**config.mk**
```make
export PLATFORM = sky130hd
export DESIGN_NAME = router_fifo
export DESIGN_NICKNAME = d
export VERILOG_FILES = /design/src/rtl/router_pkg.sv /design/src/rtl/router_fifo_ram.sv /design/src/rtl/router_fifo.sv
export SDC_FILE = /design/constraint.sdc
export NUM_CORES = 1
export LEC_CHECK = 0
export CAP_MARGIN = 20
export CORE_ASPECT_RATIO = 0.5
export CORE_MARGIN = 4
export CORE_UTILIZATION = 50
export DETAILED_ROUTE_END_ITERATION = 8
export GPL_TIMING_DRIVEN = 0
export PLACE_DENSITY = 0.67
export SLEW_MARGIN = 20
export SYNTH_ARGS = -nofsm -noshare
export SYNTH_HDL_FRONTEND = slang
export SYNTH_SLANG_ARGS = --single-unit
```
**constraint.sdc**
```tcl
create_clock -name clock -period 5.85 [get_ports clock]
set_clock_uncertainty 0.05 [all_clocks]
set_input_delay 1.17 -clock clock [delete_from_list [all_inputs] [get_ports clock]]
set_output_delay 1.17 -clock clock [all_outputs]
set_load 0.01 [all_outputs]
```
**src/rtl/router_pkg.sv**
```systemverilog
// Shared constants and types for the router's per-destination output buffers.
package router_pkg;

  localparam int unsigned FIFO_DEPTH  = 16;
  localparam int unsigned FIFO_ADDR_W = 4;
  localparam int unsigned BYTE_W      = 8;

  // Header byte layout: {payload length, destination address}
  localparam int unsigned LEN_MSB  = 7;
  localparam int unsigned LEN_LSB  = 2;
  localparam int unsigned ADDR_MSB = 1;
  localparam int unsigned ADDR_LSB = 0;

  typedef struct packed {
    logic              hdr;
    logic [BYTE_W-1:0] data;
  } fifo_entry_t;

  // Bytes still to deliver once a header has been read: payload plus parity.
  function automatic logic [6:0] pkt_len(logic [BYTE_W-1:0] hdr_byte);
    return {1'b0, hdr_byte[LEN_MSB:LEN_LSB]} + 7'd1;
  endfunction

endpackage

```
**src/rtl/router_fifo_ram.sv**
```systemverilog
// Storage array: synchronous write, asynchronous read. The output register lives in the
// parent so the header flag of the entry at the read pointer can steer the packet counter.
module router_fifo_ram #(
  parameter int unsigned Width = 9,
  parameter int unsigned Depth = 16,
  parameter int unsigned AddrW = 4
) (
  input  logic             clock,
  input  logic             we_i,
  input  logic [AddrW-1:0] waddr_i,
  input  logic [Width-1:0] wdata_i,
  input  logic [AddrW-1:0] raddr_i,
  output logic [Width-1:0] rdata_o
);

  logic [Width-1:0] mem_q [Depth];

  always_ff @(posedge clock) begin
    if (we_i) begin
      mem_q[waddr_i] <= wdata_i;
    end
  end

  assign rdata_o = mem_q[raddr_i];

endmodule

```
**src/rtl/router_fifo.sv**
```systemverilog
// Per-destination output FIFO of the 1x3 router. Tracks packet length from the header so
// data_out falls back to zero once the parity byte has been delivered.
module router_fifo
  import router_pkg::*;
#(
  parameter int unsigned WIDTH  = BYTE_W,
  parameter int unsigned DEPTH  = FIFO_DEPTH,
  parameter int unsigned ADDR_W = FIFO_ADDR_W
) (
  input  logic             clock,
  input  logic             resetn,
  input  logic             soft_reset,
  input  logic             write_enb,
  input  logic             read_enb,
  input  logic             lfd_state,
  input  logic [WIDTH-1:0] data_in,
  output logic [WIDTH-1:0] data_out,
  output logic             full,
  output logic             empty
);

  localparam logic [ADDR_W:0] PtrOne = {{ADDR_W{1'b0}}, 1'b1};

  logic [ADDR_W:0]  wr_ptr_q, wr_ptr_d;
  logic [ADDR_W:0]  rd_ptr_q, rd_ptr_d;
  logic [6:0]       pkt_cnt_q, pkt_cnt_d;
  logic [WIDTH-1:0] data_out_q, data_out_d;
  logic             flush;
  logic             wr_fire, rd_fire;
  fifo_entry_t      wr_entry, rd_entry;

  assign flush = !resetn || soft_reset;

  assign empty = (wr_ptr_q == rd_ptr_q);
  assign full  = (wr_ptr_q[ADDR_W-1:0] == rd_ptr_q[ADDR_W-1:0]) &&
                 (wr_ptr_q[ADDR_W] != rd_ptr_q[ADDR_W]);

  // Both flags come from the pre-edge pointers, so a read at full never frees a slot
  // for a write in the same cycle, and a write into empty is never read through.
  assign wr_fire = write_enb && !full && !flush;
  assign rd_fire = read_enb && !empty && !flush;

  assign wr_entry = '{hdr: lfd_state, data: data_in};

  router_fifo_ram #(
    .Width ($bits(fifo_entry_t)),
    .Depth (DEPTH),
    .AddrW (ADDR_W)
  ) u_ram (
    .clock   (clock),
    .we_i    (wr_fire),
    .waddr_i (wr_ptr_q[ADDR_W-1:0]),
    .wdata_i (wr_entry),
    .raddr_i (rd_ptr_q[ADDR_W-1:0]),
    .rdata_o (rd_entry)
  );

  always_comb begin
    wr_ptr_d   = wr_ptr_q;
    rd_ptr_d   = rd_ptr_q;
    pkt_cnt_d  = pkt_cnt_q;
    data_out_d = data_out_q;

    if (wr_fire) begin
      wr_ptr_d = wr_ptr_q + PtrOne;
    end

    if (rd_fire) begin
      rd_ptr_d   = rd_ptr_q + PtrOne;
      data_out_d = rd_entry.data;
      if (rd_entry.hdr) begin
        pkt_cnt_d = pkt_len(rd_entry.data);
      end else if (pkt_cnt_q != 7'd0) begin
        pkt_cnt_d = pkt_cnt_q - 7'd1;
      end
    end else if (pkt_cnt_q == 7'd0) begin
      data_out_d = '0;
    end
  end

  always_ff @(posedge clock) begin
    if (flush) begin
      wr_ptr_q   <= '0;
      rd_ptr_q   <= '0;
      pkt_cnt_q  <= '0;
      data_out_q <= '0;
    end else begin
      wr_ptr_q   <= wr_ptr_d;
      rd_ptr_q   <= rd_ptr_d;
      pkt_cnt_q  <= pkt_cnt_d;
      data_out_q <= data_out_d;
    end
  end

  assign data_out = data_out_q;

endmodule
```
==> results of run 1 <==
[final timing paths]
| check | endpoint | cells past startpoint | slack, ns |
|---|---|---|---|
| setup / recovery | full | 5 | 1.83 |
| hold / removal | data_out[7] | 2 | 0.42 |
| setup reg to reg | u_ram.mem_q[7][7] | 6 | 2.76 |
| hold reg to reg | data_out[7] | 2 | 0.42 |
[placed cells by master (no fill, tap or decap), drive strengths merged, types with 2 or more instances in the layout]
cell type      count
clkbuf            25
nand2b             5
a21oi              7
nand3              9
or3                2
ha                 7
clkdlybuf4s50     23
mux2i              3
nand2             27
edfxtp           144
nand4              4
xor2              12
clkinv             5
and2               4
inv               20
a22o               3
o21ai              9
nor3               5
nor2b              4
mux4              42
nor4               3
a21boi             2
a31oi              3
dfxtp             29
o32ai              2
nor2              31
xnor2              4
buf               18
[power groups by stage]
| stage | logic (mW) | registers, mW | clock network, mW |
|---|---|---|---|
| CTS | 0.0780 | 1.34 | 1.11 |
| global placement | 0.0747 | 1.37 | 0 |
| finish | 0.0776 | 1.34 | 1.09 |
| global route | 0.0852 | 1.34 | 1.17 |
| detailed placement | 0.0778 | 1.37 | 0 |
| floorplan | 0.0412 | 1.37 | 0 |
[cell families (layout without fill, tap and decap cells)]
| kind of cell | after synthesis | count (layout) | synth area share, % |
|---|---|---|---|
| compound gates | 38 | 38 | 3.751 |
| xor+xnor | 16 | 16 | 2.010 |
| fa+ha+maj | 7 | 7 | 1.256 |
| buf+inv | 29 | 92 | 2.172 |
| flops | 173 | 173 | 70.35 |
| mux | 45 | 45 | 14.00 |
| simple gates | 96 | 96 | 6.461 |
[per-layer routing]
metal	wire, µm	global-route usage, %	vias up
li1	-	-	1685
met1	6320	24.98	1835
met2	6730	29.23	108
met3	895	6.656	12
met4	114	4.964	0
met5	0	0	-
[metrics by stage]
stage / hold WS, ns / instance area, µm² / util [%] / setup slack, ns / cells
6_report: 0.4151 / 8138 / 59.89 / 1.832 / 659
4_1_cts: 0.4104 / 8115 / 59.72 / 1.855 / 657
5_1_grt: 0.4375 / 8138 / 59.89 / 1.524 / 659
3_5_place_dp: 0.3991 / 7530 / 55.41 / 1.678 / 625
2_1_floorplan: 0.3858 / 6972 / - / 2.818 / 404
3_3_place_gp: 0.3974 / 7442 / 54.77 / 1.245 / 619
[flip-flops by register name (all words and copies together) (netlist names), named ones only]
name	cells
pkt_cnt_q	7
wr_ptr_q	5
rd_ptr_q	5
data_out	8
u_ram.mem_q	144
[final cells by class]
type                       instances  share of cell area [%]
clock inverter                    15                   1.968
inverter                          11                  0.5074
clock buffer                      17                   5.228
buffer                            18                   1.353
multi-input combinational        202                   23.88
timing repair buffer              31                   3.844
sequential                       173                   60.27
tap                              192                   2.952
[critical path: cells and delay by family, from the launching register on]
kind | cells | cell delay (ns)
xor gates and xnor gates | 1 | 0.12
buffers and inverters | 2 | 0.95
DFF | 1 | 0.31
and+or+nand+nor | 2 | 0.99
==> flow_metrics.py, run 1 <==
metrics = {
    "clock_network": {
        "cts_sinks": 173,
        "root_buffer": "clkbuf_16",
        "cts_tree": "done",
        "insertion_delay_ns": 0.44,
        "htreeDepth": 4,
        "clock_path_buffers": 2,
        "postCtsSetupBuffers": 0,
        "clkTransAtPathRegs_ns": 0.07,
        "cts_buffers": 17,
        "cts_hold_buf": 0,
        "post_cts_resized": 0,
    },
    "pwr": {
        "peakVddDrop_v": 0.0002057,
        "pwr-share-comb_pct": 3.1,
        "leakagePower_nw": 2.627,
        "switching_share_pct": 22.68,
        "power.density_nw_per_um2": 308.6,
        "p_total_mw": 2.511,
        "p_int_mw": 1.941,
        "pwr-share-clk_pct": 43.6,
        "seqPwrFrac_pct": 53.3,
        "p_switching_uw": 569.5,
    },
    "yosys": {
        "synth.area.top_cells": "edfxtp_1 62%, mux4_2 14%, dfxtp_1 8.3%",
        "synthTopCellsByCount": "144 x edfxtp_1, 42 x mux4_2, 31 x nor2_1, 29 x dfxtp_1, 27 x nand2_1",
        "ys_types": 48,
        "synth_flop_cell": "edfxtp_1",
        "synthArstFlopShare_pct": 0,
        "synth.most_common_cell": "edfxtp_1",
        "yosysTopAreaCellShare_pct": 62.02,
        "yosysTopAreaCell": "edfxtp_1",
        "avgSynthCellArea_um2": 17.26,
        "syn_area_um2": 6972,
        "synth_edf_count": 144,
        "syn_nets": 425,
        "syn_inst": 404,
        "ys_seq_area_share_pct": 70.35,
        "ys_ff_latch": 173,
        "yosys_warnings": 0,
    },
    "setup_path": {
        "critPathKind": "reg2out",
        "max_stage_delay_ns": 0.77,
        "start_kind": "register",
        "rr_startpoint": "wr_ptr_q[2]",
        "crit_fanout": 9,
        "critPathSlowestCell": "nor4_1",
        "cp_cell_sequence": "clkbuf_1, xor2_1, nor4_1, and2_1, clkdlybuf4s50_1",
        "crit_path_start": "wr_ptr_q[3]",
        "worstPathArrival_ns": 2.80,
        "cp_data_required_time_ns": 4.63,
        "crit_path_end_kind": "output port",
    },
    "min_path": {
        "hp-class": "reg2reg",
        "min-delay-start": "data_out[7]",
    },
    "sta": {
        "drv_slew": 0,
        "finalSetupViolations": 0,
        "fin_tns_setup_ns": 0,
        "timing.fmax_mhz": 248.9,
        "worst_slew_pin_slew_ns": 1.093,
        "fin_crit_ns": 4.018,
        "hold_violations": 0,
        "timing.final.crit_share_pct": 68.69,
        "rsz0062_at_grt": "no",
        "relSlewSlack_pct": 26.89,
    },
    "floorplanning": {
        "io_pins": 24,
        "fp.dieH_um": 91.50,
        "core-area_um2": 13590,
        "start_util_pct": 51.31,
        "dieArea_um2": 16010,
        "die_x_um": 175.0,
        "fp-row-count": 30,
    },
    "drt": {
        "route.antenna.remaining_nets": 0,
        "route.detailed.drc": 0,
        "wl_um": 14060,
        "drt-initial-drc-count": 355,
        "num_vias": 3640,
        "vias_per_cell": 5.524,
        "wire_per_inst_um": 21.34,
        "dr.pass1.iters": 4,
    },
    "finish": {
        "drive_above_1_share_pct": 21.63,
        "areaGrowthSynthToFinish_pct": 16.73,
        "layout.nets": 475,
        "num_antenna_cells": 0,
        "final.fill_count": 999,
        "multi_input_area_um2": 1943,
        "register_area_um2": 4905,
    },
    "global_route": {
        "antenna_found_initial": 0,
        "grt_usage_pct": 18.62,
        "grt_max_degree": 20,
        "first_global_vias": 3687,
        "overflow": 0,
        "grt_first_pass_wirelength_um": 21800,
    },
    "place": {
        "io_buffer_count": 23,
        "place_congestion": 0.8459,
        "dp_hpwl_um": 9262,
    },
    "outcome": {
        "status": "completed",
    },
    "job": {
        "cap_violations": 0,
    },
}
No activity file was read; power rests on OpenSTA's default activity.
==> inputs of run 2 (changes only) <==
==> constraint.sdc (replaced) <==
create_clock -name clock -period 4 [get_ports clock]
set_clock_uncertainty 0.05 [all_clocks]
set_input_delay 0.8 -clock clock [delete_from_list [all_inputs] [get_ports clock]]
set_output_delay 0.8 -clock clock [all_outputs]
set_load 0.01 [all_outputs]
==> results of run 2 <==
Same layout as run 1 (identical final DEF). Status: completed.
Main changes from that run: setup slack after placement 1.678 ns -> 0.1980 ns; setup slack after layout 1.832 ns -> 0.3517 ns; register-to-register setup slack 2.76 ns -> 0.91 ns; total power 2.511 mW -> 3.672 mW; worst IR drop on VDD 0.0002057 V -> 0.0003009 V
==> inputs of run 3 (changes only) <==
--- a/config.mk
+++ b/config.mk
@@ -11,6 +11,7 @@
 export CORE_UTILIZATION = 50
 export DETAILED_ROUTE_END_ITERATION = 8
 export GPL_TIMING_DRIVEN = 0
+export MAX_ROUTING_LAYER = met4
 export PLACE_DENSITY = 0.67
 export SLEW_MARGIN = 20
 export SYNTH_ARGS = -nofsm -noshare
==> run 3 against run 2 <==
Non-clock buffer count unchanged. Design area stayed put. Die area unchanged. Register-to-register slack is essentially flat. Critical path depth did not move. Final cell count unchanged. Clock-buffer cell count is the same. Global-route usage grew 0.57 points. Largest cell class unchanged.
==> flow_metrics.py, run 3 (same netlist as run 1, synthesis figures left out) <==
metrics = {
    "outcome": {
        "status": "completed",
    },
    "sta": {
        "timing.final.crit_share_pct": 90.91,
        "finalSetupViolations": 0,
        "drv_slew": 0,
        "worst_slew_pin_slew_ns": 1.087,
        "relSlewSlack_pct": 27.23,
        "rsz0062_at_grt": "no",
        "hold_violations": 0,
        "fin_crit_ns": 3.636,
        "setup_ws_ns": 0.3636,
        "timing.fmax_mhz": 275.0,
        "whs_ns": 0.4155,
    },
    "global_route": {
        "first_global_vias": 3686,
        "busiest_layer": "met2",
        "use_met3_pct": 6.697,
        "grt_max_degree": 20,
        "grt_usage_pct": 19.18,
        "grt_first_pass_wirelength_um": 21800,
        "antenna_found_initial": 0,
        "met2_usage_pct": 29.30,
        "overflow": 0,
        "grt_use_met1_pct": 24.95,
    },
    "pwr": {
        "peakVddDrop_v": 0.0002980,
        "pwr-share-clk_pct": 43.6,
        "p_switching_uw": 832.4,
        "pwr-share-comb_pct": 3.1,
        "leakagePower_nw": 2.627,
        "p_int_mw": 2.840,
        "power.density_nw_per_um2": 451.2,
        "seqPwrFrac_pct": 53.3,
        "switching_share_pct": 22.67,
    },
    "clock_network": {
        "clock_path_buffers": 2,
        "root_buffer": "clkbuf_16",
        "cts_buffers": 17,
        "insertion_delay_ns": 0.43,
        "htreeDepth": 4,
        "clkTransAtPathRegs_ns": 0.07,
        "cts_sinks": 173,
        "cts_tree": "done",
        "cts_hold_buf": 0,
        "post_cts_resized": 0,
        "postCtsSetupBuffers": 0,
    },
    "finish": {
        "final.fill_count": 999,
        "final_cell_mix": "144 x edfxtp_1, 42 x mux4_2, 29 x dfxtp_1",
        "layout.nets": 475,
        "largest_register_ffs": 144,
        "multi_input_area_um2": 1943,
        "layout_commonest_cell": "edfxtp_1",
        "num_antenna_cells": 0,
        "areaGrowthSynthToFinish_pct": 16.73,
        "largest-register": "u_ram.mem_q",
        "register_area_um2": 4905,
        "drive_above_1_share_pct": 21.63,
    },
    "setup_path": {
        "crit_path_end_kind": "output port",
        "cp_cell_sequence": "clkbuf_1, xor2_1, nor4_1, and2_1, clkdlybuf4s50_1",
        "critPathKind": "reg2out",
        "cp_data_required_time_ns": 3.15,
        "cp_top_family": "simple AND/OR/NAND/NOR gates",
        "worstPathArrival_ns": 2.79,
        "crit_fanout": 9,
        "critPathSlowestCell": "nor4_1",
        "path_buf_inv": 2,
        "max_stage_delay_ns": 0.77,
        "start_kind": "register",
    },
    "floorplanning": {
        "fp.dieH_um": 91.50,
        "core-area_um2": 13590,
        "fp-row-count": 30,
        "start_util_pct": 51.31,
        "dieArea_um2": 16010,
        "io_pins": 24,
        "die_x_um": 175.0,
    },
    "min_path": {
        "hp-class": "reg2reg",
    },
    "drt": {
        "drt-initial-drc-count": 413,
        "wl_um": 14060,
        "num_vias": 3635,
        "route.detailed.drc": 0,
        "dr.pass1.iters": 4,
        "vias_per_cell": 5.516,
        "wire_per_inst_um": 21.33,
        "route.antenna.remaining_nets": 0,
    },
    "place": {
        "dp_hpwl_um": 9262,
        "place_congestion": 0.8592,
        "place_ws_ns": 0.1980,
        "io_buffer_count": 23,
    },
    "job": {
        "cap_violations": 0,
    },
}
## run 3: cell counts in the layout (fill, tap and decap cells not counted)
Identical to the previous run, type by type.
## run 3: worst paths after layout
path,startpoint,to,slack (ns),cells past startpoint
hold / removal,data_out[0],data_out[0],0.42,2
setup reg to reg,wr_ptr_q[2],u_ram.mem_q[7][7],0.92,6
setup / recovery,wr_ptr_q[3],full,0.36,5
hold reg to reg,data_out[0],data_out[0],0.42,2
## run 3: power groups by stage
stage	clock (mW)	sequential [mW]	combinational [mW]
floorplan	0	2.00	0.0602
global placement	0	2.00	0.109
detailed placement	0	2.00	0.114
CTS	1.62	1.96	0.114
global route	1.71	1.96	0.125
finish	1.60	1.96	0.113
## run 3: worst register-to-register path, stage by stage, from the launching register on
cell and delay, ns:
dfxtp_1 0.31, clkbuf_1 0.43, xor2_1 0.19, nor4_1 0.13, a21oi_1 0.39, nand2_1 0.31
nor2_1 0.90
## run 3: routing by layer
layer,up-vias,share of wire [%],wire length [µm]
li1,1681,-,-
met1,1827,43,6030
met2,119,48,6759
met3,8,8.3,1167
met4,0,0.70,99
met5,-,0,0
## run 3: cell type report
type                       count  area share [%]
sequential                   173           60.27
multi-input combinational    202           23.88
clock buffer                  17           5.228
timing repair buffer          31           3.844
tap                          192           2.952
clock inverter                15           1.968
buffer                        18           1.353
inverter                      11          0.5074
## run 3: through the flow
stage	setup TNS [ns]	utilization (%)	cells	area, µm²	total power, mW
3_3_place_gp	-5.440	54.77	619	7442	2.107
6_report	0	59.89	659	8138	3.672
2_1_floorplan	0	-	404	6972	2.058
4_1_cts	0	59.72	657	8115	3.694
5_1_grt	0	59.89	659	8138	3.789
3_5_place_dp	0	55.41	625	7530	2.112
